`config.mk`:
```
export PLATFORM = sky130hd
export DESIGN_NAME = crack
export DESIGN_NICKNAME = d
export VERILOG_FILES = /design/src/rtl/crack.sv
export SDC_FILE = /design/constraint.sdc
export NUM_CORES = 2
export LEC_CHECK = 0
export BUFFER_PORTS_ARGS = -buffer_cell sky130_fd_sc_hd__buf_2
export CAP_MARGIN = 10
export CORE_ASPECT_RATIO = 1.1
export CORE_MARGIN = 5
export CORE_UTILIZATION = 25
export DETAILED_ROUTE_END_ITERATION = 12
export GPL_ROUTABILITY_DRIVEN = 0
export HOLD_SLACK_MARGIN = 0.02
export PLACE_DENSITY_LB_ADDON = 0.15
export SYNTH_ARGS = -nofsm -noshare
export SYNTH_HDL_FRONTEND = slang
export SYNTH_SLANG_ARGS = --single-unit
export TNS_END_PERCENT = 10
```
`constraint.sdc`:
```
create_clock -name clk -period 23.1 [get_ports clk]
set_clock_uncertainty 0.15 [all_clocks]
set_input_delay 1.155 -clock clk [delete_from_list [all_inputs] [get_ports clk]]
set_output_delay 1.155 -clock clk [all_outputs]
set_load 0.01 [all_outputs]
```
`src/rtl/crack.sv`:
```
// ARC4 key search: sweeps 24-bit keys upward until the ciphertext decrypts to printable ASCII.
// S lives in a single-port RAM with registered read; ct_mem is external with one-cycle read latency.
module crack #(
  parameter logic [23:0] KEY_START = 24'h000000
) (
  input  logic        clk,
  input  logic        rst_n,
  input  logic        enable,
  output logic        rdy,
  output logic [23:0] key,
  output logic        key_valid,
  output logic [7:0]  ct_addr,
  input  logic [7:0]  ct_rddata
);

  // state    | meaning
  // IDLE     | ready, waiting for enable
  // READ_LEN | ct_addr=0 presented
  // LEN_WAIT | capture L from ct_rddata
  // INIT     | S[i]=i, one entry per cycle
  // KSA      | read S[i]
  // KSA_SI   | latch S[i], new j, read S[j]
  // KSA_SJ   | write S[i]=S[j]
  // KSA_WJ   | write S[j]=old S[i], advance i
  // PRGA     | all bytes done -> CHECK, else i+1 and read S[i]
  // PRGA_SI  | latch S[i], new j, read S[j]
  // PRGA_SJ  | write S[i]=S[j]
  // PRGA_WJ  | write S[j]=old S[i], present ct address
  // PRGA_PAD | read S[S[i]+S[j]]
  // PRGA_CT  | pad xor ciphertext, reject on non-printable
  // CHECK    | accept, give up at last key, or try next key
  // DONE     | one cycle before returning to IDLE
  typedef enum logic [3:0] {
    IDLE, READ_LEN, LEN_WAIT, INIT, KSA, KSA_SI, KSA_SJ, KSA_WJ,
    PRGA, PRGA_SI, PRGA_SJ, PRGA_WJ, PRGA_PAD, PRGA_CT, CHECK, DONE
  } state_t;

  state_t      state, state_nx;
  logic [7:0]  s_mem [256];
  logic [7:0]  s_addr, s_wdata, s_rdata;
  logic        s_we;
  logic [23:0] key_q;
  logic        key_valid_q, fail_q;
  logic [7:0]  len_q, i_q, j_q, si_q, sj_q, n_q;
  logic [1:0]  ksel_q;
  logic [7:0]  kbyte, ksa_j, prga_j, plain;
  logic        printable;

  assign rdy       = (state == IDLE);
  assign key       = key_q;
  assign key_valid = key_valid_q;

  always_comb begin
    kbyte = key_q[7:0];
    case (ksel_q)
      2'd0:    kbyte = key_q[23:16];
      2'd1:    kbyte = key_q[15:8];
      default: kbyte = key_q[7:0];
    endcase
    ksa_j     = j_q + s_rdata + kbyte;
    prga_j    = j_q + s_rdata;
    plain     = s_rdata ^ ct_rddata;
    printable = (plain >= 8'h20) && (plain <= 8'h7e);
  end

  always_ff @(posedge clk) begin
    if (s_we) s_mem[s_addr] <= s_wdata;
    s_rdata <= s_mem[s_addr];
  end

  always_ff @(posedge clk) begin
    if (rst_n) state <= IDLE;
    else       state <= state_nx;
  end

  always_comb begin
    state_nx = state;
    s_addr   = i_q;
    s_we     = 1'b0;
    s_wdata  = s_rdata;
    case (state)
      IDLE:     if (enable) state_nx = READ_LEN;
      READ_LEN: state_nx = LEN_WAIT;
      LEN_WAIT: state_nx = INIT;
      INIT: begin
        s_we    = 1'b1;
        s_wdata = i_q;
        if (i_q == 8'hff) state_nx = KSA;
      end
      KSA:      state_nx = KSA_SI;
      KSA_SI: begin
        s_addr   = ksa_j;
        state_nx = KSA_SJ;
      end
      KSA_SJ: begin
        s_we     = 1'b1;
        state_nx = KSA_WJ;
      end
      KSA_WJ: begin
        s_we     = 1'b1;
        s_addr   = j_q;
        s_wdata  = si_q;
        state_nx = (i_q == 8'hff) ? PRGA : KSA;
      end
      PRGA: begin
        if (n_q == len_q) begin
          state_nx = CHECK;
        end else begin
          s_addr   = i_q + 8'd1;
          state_nx = PRGA_SI;
        end
      end
      PRGA_SI: begin
        s_addr   = prga_j;
        state_nx = PRGA_SJ;
      end
      PRGA_SJ: begin
        s_we     = 1'b1;
        state_nx = PRGA_WJ;
      end
      PRGA_WJ: begin
        s_we     = 1'b1;
        s_addr   = j_q;
        s_wdata  = si_q;
        state_nx = PRGA_PAD;
      end
      PRGA_PAD: begin
        s_addr   = si_q + sj_q;
        state_nx = PRGA_CT;
      end
      PRGA_CT:  state_nx = printable ? PRGA : CHECK;
      CHECK:    state_nx = (!fail_q || key_q == 24'hffffff) ? DONE : INIT;
      DONE:     state_nx = IDLE;
    endcase
  end

  always_ff @(posedge clk) begin
    if (rst_n) begin
      key_q       <= 24'h000000;
      key_valid_q <= 1'b0;
      ct_addr     <= 8'h00;
      len_q       <= 8'h00;
      i_q         <= 8'h00;
      j_q         <= 8'h00;
      si_q        <= 8'h00;
      sj_q        <= 8'h00;
      n_q         <= 8'h00;
      ksel_q      <= 2'd0;
      fail_q      <= 1'b0;
    end else begin
      case (state)
        IDLE: begin
          if (enable) begin
            key_q       <= KEY_START;
            key_valid_q <= 1'b0;
            ct_addr     <= 8'h00;
          end
        end
        LEN_WAIT: begin
          len_q <= ct_rddata;
          i_q   <= 8'h00;
        end
        INIT: begin
          i_q <= i_q + 8'd1;
          if (i_q == 8'hff) begin
            j_q    <= 8'h00;
            ksel_q <= 2'd0;
          end
        end
        KSA_SI: begin
          si_q <= s_rdata;
          j_q  <= ksa_j;
        end
        KSA_WJ: begin
          i_q    <= i_q + 8'd1;
          ksel_q <= (ksel_q == 2'd2) ? 2'd0 : ksel_q + 2'd1;
          // i wraps to 0 here, which is exactly the PRGA starting index
          if (i_q == 8'hff) begin
            j_q    <= 8'h00;
            n_q    <= 8'h00;
            fail_q <= 1'b0;
          end
        end
        PRGA:     if (n_q != len_q) i_q <= i_q + 8'd1;
        PRGA_SI: begin
          si_q <= s_rdata;
          j_q  <= prga_j;
        end
        PRGA_SJ:  sj_q <= s_rdata;
        PRGA_WJ:  ct_addr <= n_q + 8'd1;
        PRGA_CT: begin
          n_q <= n_q + 8'd1;
          if (!printable) fail_q <= 1'b1;
        end
        CHECK: begin
          i_q <= 8'h00;
          if (!fail_q)                   key_valid_q <= 1'b1;
          else if (key_q != 24'hffffff) key_q       <= key_q + 24'd1;
        end
        default: ;
      endcase
    end
  end

endmodule

```
==> flow_summary.rst <==
.. list-table::
   :header-rows: 1

   * - Metric
     - Value
   * - Top-area cell type share of the netlist area
     - 72.88%
   * - # hold bufs at CTS
     - 0
   * - Clock insertion delay at the later pin of the skew report
     - 0.89 ns
   * - Final Slew Violations
     - 0
   * - Synthesized area
     - 84390 um^2
   * - Top delay family on crit path
     - buffers and inverters
   * - Final non-filler cell area
     - 97770 um^2
   * - Final critical-path required period
     - ~8.8 ns
   * - Total Wirelength
     - 255100 um
   * - Buf+Inv Stages, Crit Path
     - 5
   * - Number of global-route vias before repair
     - approximately 44000
   * - Flop-to-flop setup slack
     - 14.31 ns
   * - Area added between synthesis and finish
     - 15.86%
   * - PnR Total Power
     - between 8 and 9 mW
   * - Post-DP HPWL
     - 146900 um
   * - Congestion Overflow GR
     - 0
   * - Placed instance count
     - 8675
   * - Die span in y
     - 619.3 um
   * - Required time reported for the critical path endpoint
     - 23.66 ns
   * - Final number of hold-violating endpoints
     - 0
   * - Run status
     - completed
   * - Horizontal die dimension
     - 564.0 um
   * - Seq/Total Area, Yosys
     - 75.15%
   * - Fraction of final layout cells with drive strength greater than 1
     - a little under a quarter
   * - Async set or reset register ratio after synthesis
     - 0%
   * - Dominant cell type by count on the critical path
     - sky130_fd_sc_hd__buf_4
   * - Final antenna-violating net count
     - 0
   * - Setup-violating endpoint count in the final report
     - 0
   * - Clock buffer count from CTS
     - 234
   * - Cell-by-cell listing of the critical path
     - and2_0, and2_1, a221o_1, or3b_1, o32ai_4, buf_4, buf_4, buf_4, buf_4, buf_4, mux4_2, a22oi_1, nand2_1, a22o_1, o31ai_1, nand4_1
   * - Number of port buffers
     - 44
   * - Highest clock frequency the design can meet
     - 0.1138 GHz
   * - Post-CTS setup buffer count
     - 0
   * - Cells after Synth
     - 4269
   * - Synthesis-stage register bit count
     - 2144
   * - Die Footprint
     - 349300 um^2
   * - Count of flip-flops with a built-in enable after synthesis
     - 2048
   * - Core region area
     - 335900 um^2
   * - Maximum clock insertion buffer count
     - 4
   * - Largest net degree at the start of global routing
     - 190
   * - Fillers
     - 33060
   * - Number of violations reported at the end of detailed-routing iteration 0
     - ~4000
   * - Leading cell types in the layout, fill and taps excluded
     - sky130_fd_sc_hd__edfxtp_1, sky130_fd_sc_hd__mux4_2, sky130_fd_sc_hd__nor2_1, sky130_fd_sc_hd__a22oi_1, sky130_fd_sc_hd__clkbuf_16
   * - Post-synthesis net count
     - 4307
   * - H-tree depth
     - 4
   * - Setup tns final
     - 0 ns
   * - Critical Path End Type
     - flop
   * - Class of the most critical setup path
     - reg -> reg
   * - Worst-path cell with the longest stage delay
     - sky130_fd_sc_hd__buf_4
   * - Crit Path Max Fanout
     - 35
   * - Global router's overall resource usage
     - 14.24%
   * - Static power due to leakage
     - around 30 nW
   * - Pre-CTS setup slack
     - between 10 and 15 ns
   * - Worst Setup Slack, final
     - between 10 and 15 ns
   * - Final worst path period share
     - between 30% and 40%
   * - Number of detailed-route iterations in the first pass
     - 7
   * - Max-cap violations
     - 0
   * - Non-filler instance count after layout
     - 9104
   * - Cells taking the most area after synthesis
     - sky130_fd_sc_hd__edfxtp_1, sky130_fd_sc_hd__mux4_2, sky130_fd_sc_hd__a22oi_1
   * - Std cell rows
     - 223
   * - Total number of clock tree sinks
     - ~2100
   * - Worst min-delay path category
     - reg -> reg
   * - Highest ir drop seen on vdd
     - 0.00005625 V
   * - Antenna violations before repair
     - 16
   * - Synth warn
     - 0
   * - Synthesized area per cell
     - 19.77 um^2
   * - Clock Root Buffer
     - sky130_fd_sc_hd__clkbuf_16
   * - Setup repair after global routing missed its margin
     - false
   * - Max-slew headroom at the worst pin
     - between 10% and 20%
   * - Vias per Instance
     - approximately 4.7
   * - Library cell occupying the most area in the post-synthesis netlist
     - sky130_fd_sc_hd__edfxtp_1
   * - CTS tree
     - yes
   * - Transition time at the pin with the least slew margin
     - between 1 and 1.5 ns
   * - Initial core utilization
     - 25.12%
   * - Dominant register cell in the synthesized netlist
     - sky130_fd_sc_hd__edfxtp_1
   * - Sort of element at the start of the critical path
     - flop
   * - Power per standard cell area
     - 90.19 nW/um^2
   * - Area after DPL
     - 90240 um^2
   * - Number of top-level pins
     - 45
   * - First-pass GRT wire length
     - 356500 um
   * - Crit path arrival time
     - 9.34 ns
   * - Clock-pin slew on the worst setup and hold paths
     - 0.06 ns
   * - DR DRC count
     - 0
   * - Final Net Count
     - 4450
   * - Count of unique library cells instantiated by Yosys
     - 73
   * - CTS resizes
     - 0
   * - Vias post-DR
     - 42440
   * - Delay of the slowest critical-path stage
     - 0.72 ns
   * - Post-detailed-route wirelength per cell
     - 28.02 um
   * - Most common cell after layout, fill and taps aside
     - sky130_fd_sc_hd__edfxtp_1
synthesized netlist by cell type, drive strengths merged, types with 8 or more instances:
cell type and count:
nand3b 8, xor2 45, a21o 14, and2 9, inv 10, nand2 117, nand3 59, nor3 11
buf 112, xnor2 20, dfxtp 96, edfxtp 2048, mux4 512, o41ai 22, clkbuf 145, mux2i 18
and3 24, nand4 13, or3 8, ha 24, nand2b 8, nor2 356, o21ai 41, a22oi 274
a21oi 171, o22ai 15
routing by layer:
metal | up-vias | wire length [um] | track usage [%]
met4 | 0 | 5462 | 3.220
met2 | 1131 | 125100 | 23.92
met1 | 23020 | 111800 | 19.37
met3 | 325 | 12740 | 2.367
met5 | - | 0 | 0
li1 | 17960 | - | -
logic make-up (layout without fill, tap and decap cells):
logic type | after synthesis | after routing | synth area share (%)
AO/OA/AOI/OAI | 592 | 592 | 4.702
XOR/XNOR | 67 | 67 | 0.7280
adder cells (fa/ha/maj) | 27 | 27 | 0.4270
buffers and inverters | 267 | 598 | 1.756
flip-flops | 2144 | 2144 | 75.15
multiplexers | 537 | 537 | 13.97
other | 0 | 4 | 0
AND/OR/NAND/NOR | 635 | 635 | 3.262
worst min-delay path, stage by stage (launching register included):
cell	delay, ns
sky130_fd_sc_hd__dfxtp_1	0.31
sky130_fd_sc_hd__nand2_1	0.05
sky130_fd_sc_hd__a21oi_1	0.05
registers in the layout, indices dropped and copies added (netlist names):
register and flops:
ct_addr 8, fail_q 1, i_q 8, j_q 8, key 24, key_valid 1, ksel_q 2, len_q 8
n_q 8, s_mem 2048, s_rdata 8, si_q 8, sj_q 8, state 4
power by group:
group          internal, mW  total (mW)  switching [mW]
registers              4.43        4.45          0.0174
logic                 0.193       0.630           0.437
clock network          2.18        3.74            1.56
total                  6.81        8.82            2.01
stage by stage:
step / hold WS (ns) / utilization [%]
global route: 0.3223 / 29.10
finish: 0.3164 / 29.10
CTS: 0.2800 / 29.10
global placement: 0.3128 / 26.83
floorplan: 0.2978 / -
detailed placement: 0.3083 / 26.86
area by class of cell:
cell class	count	area (um^2)	share of cell area, %
Sequential cell	2144	63420	64.87
Multi-Input combinational cell	1858	19860	20.31
Clock buffer	302	6286	6.429
Tap cell	4500	5630	5.759
Timing Repair Buffer	164	1291	1.321
Clock inverter	122	1236	1.264
Inverter	10	37.54	0.03839
Antenna cell	4	10.01	0.01024
worst paths after layout:
path,from,to,depth (start not counted)
min reg2reg,len_q[5],len_q[5],2
min,len_q[5],len_q[5],2
max reg2reg,state[0],s_rdata[0],16
max,state[0],s_rdata[0],16
No activity file was read; power rests on OpenSTA's default activity.
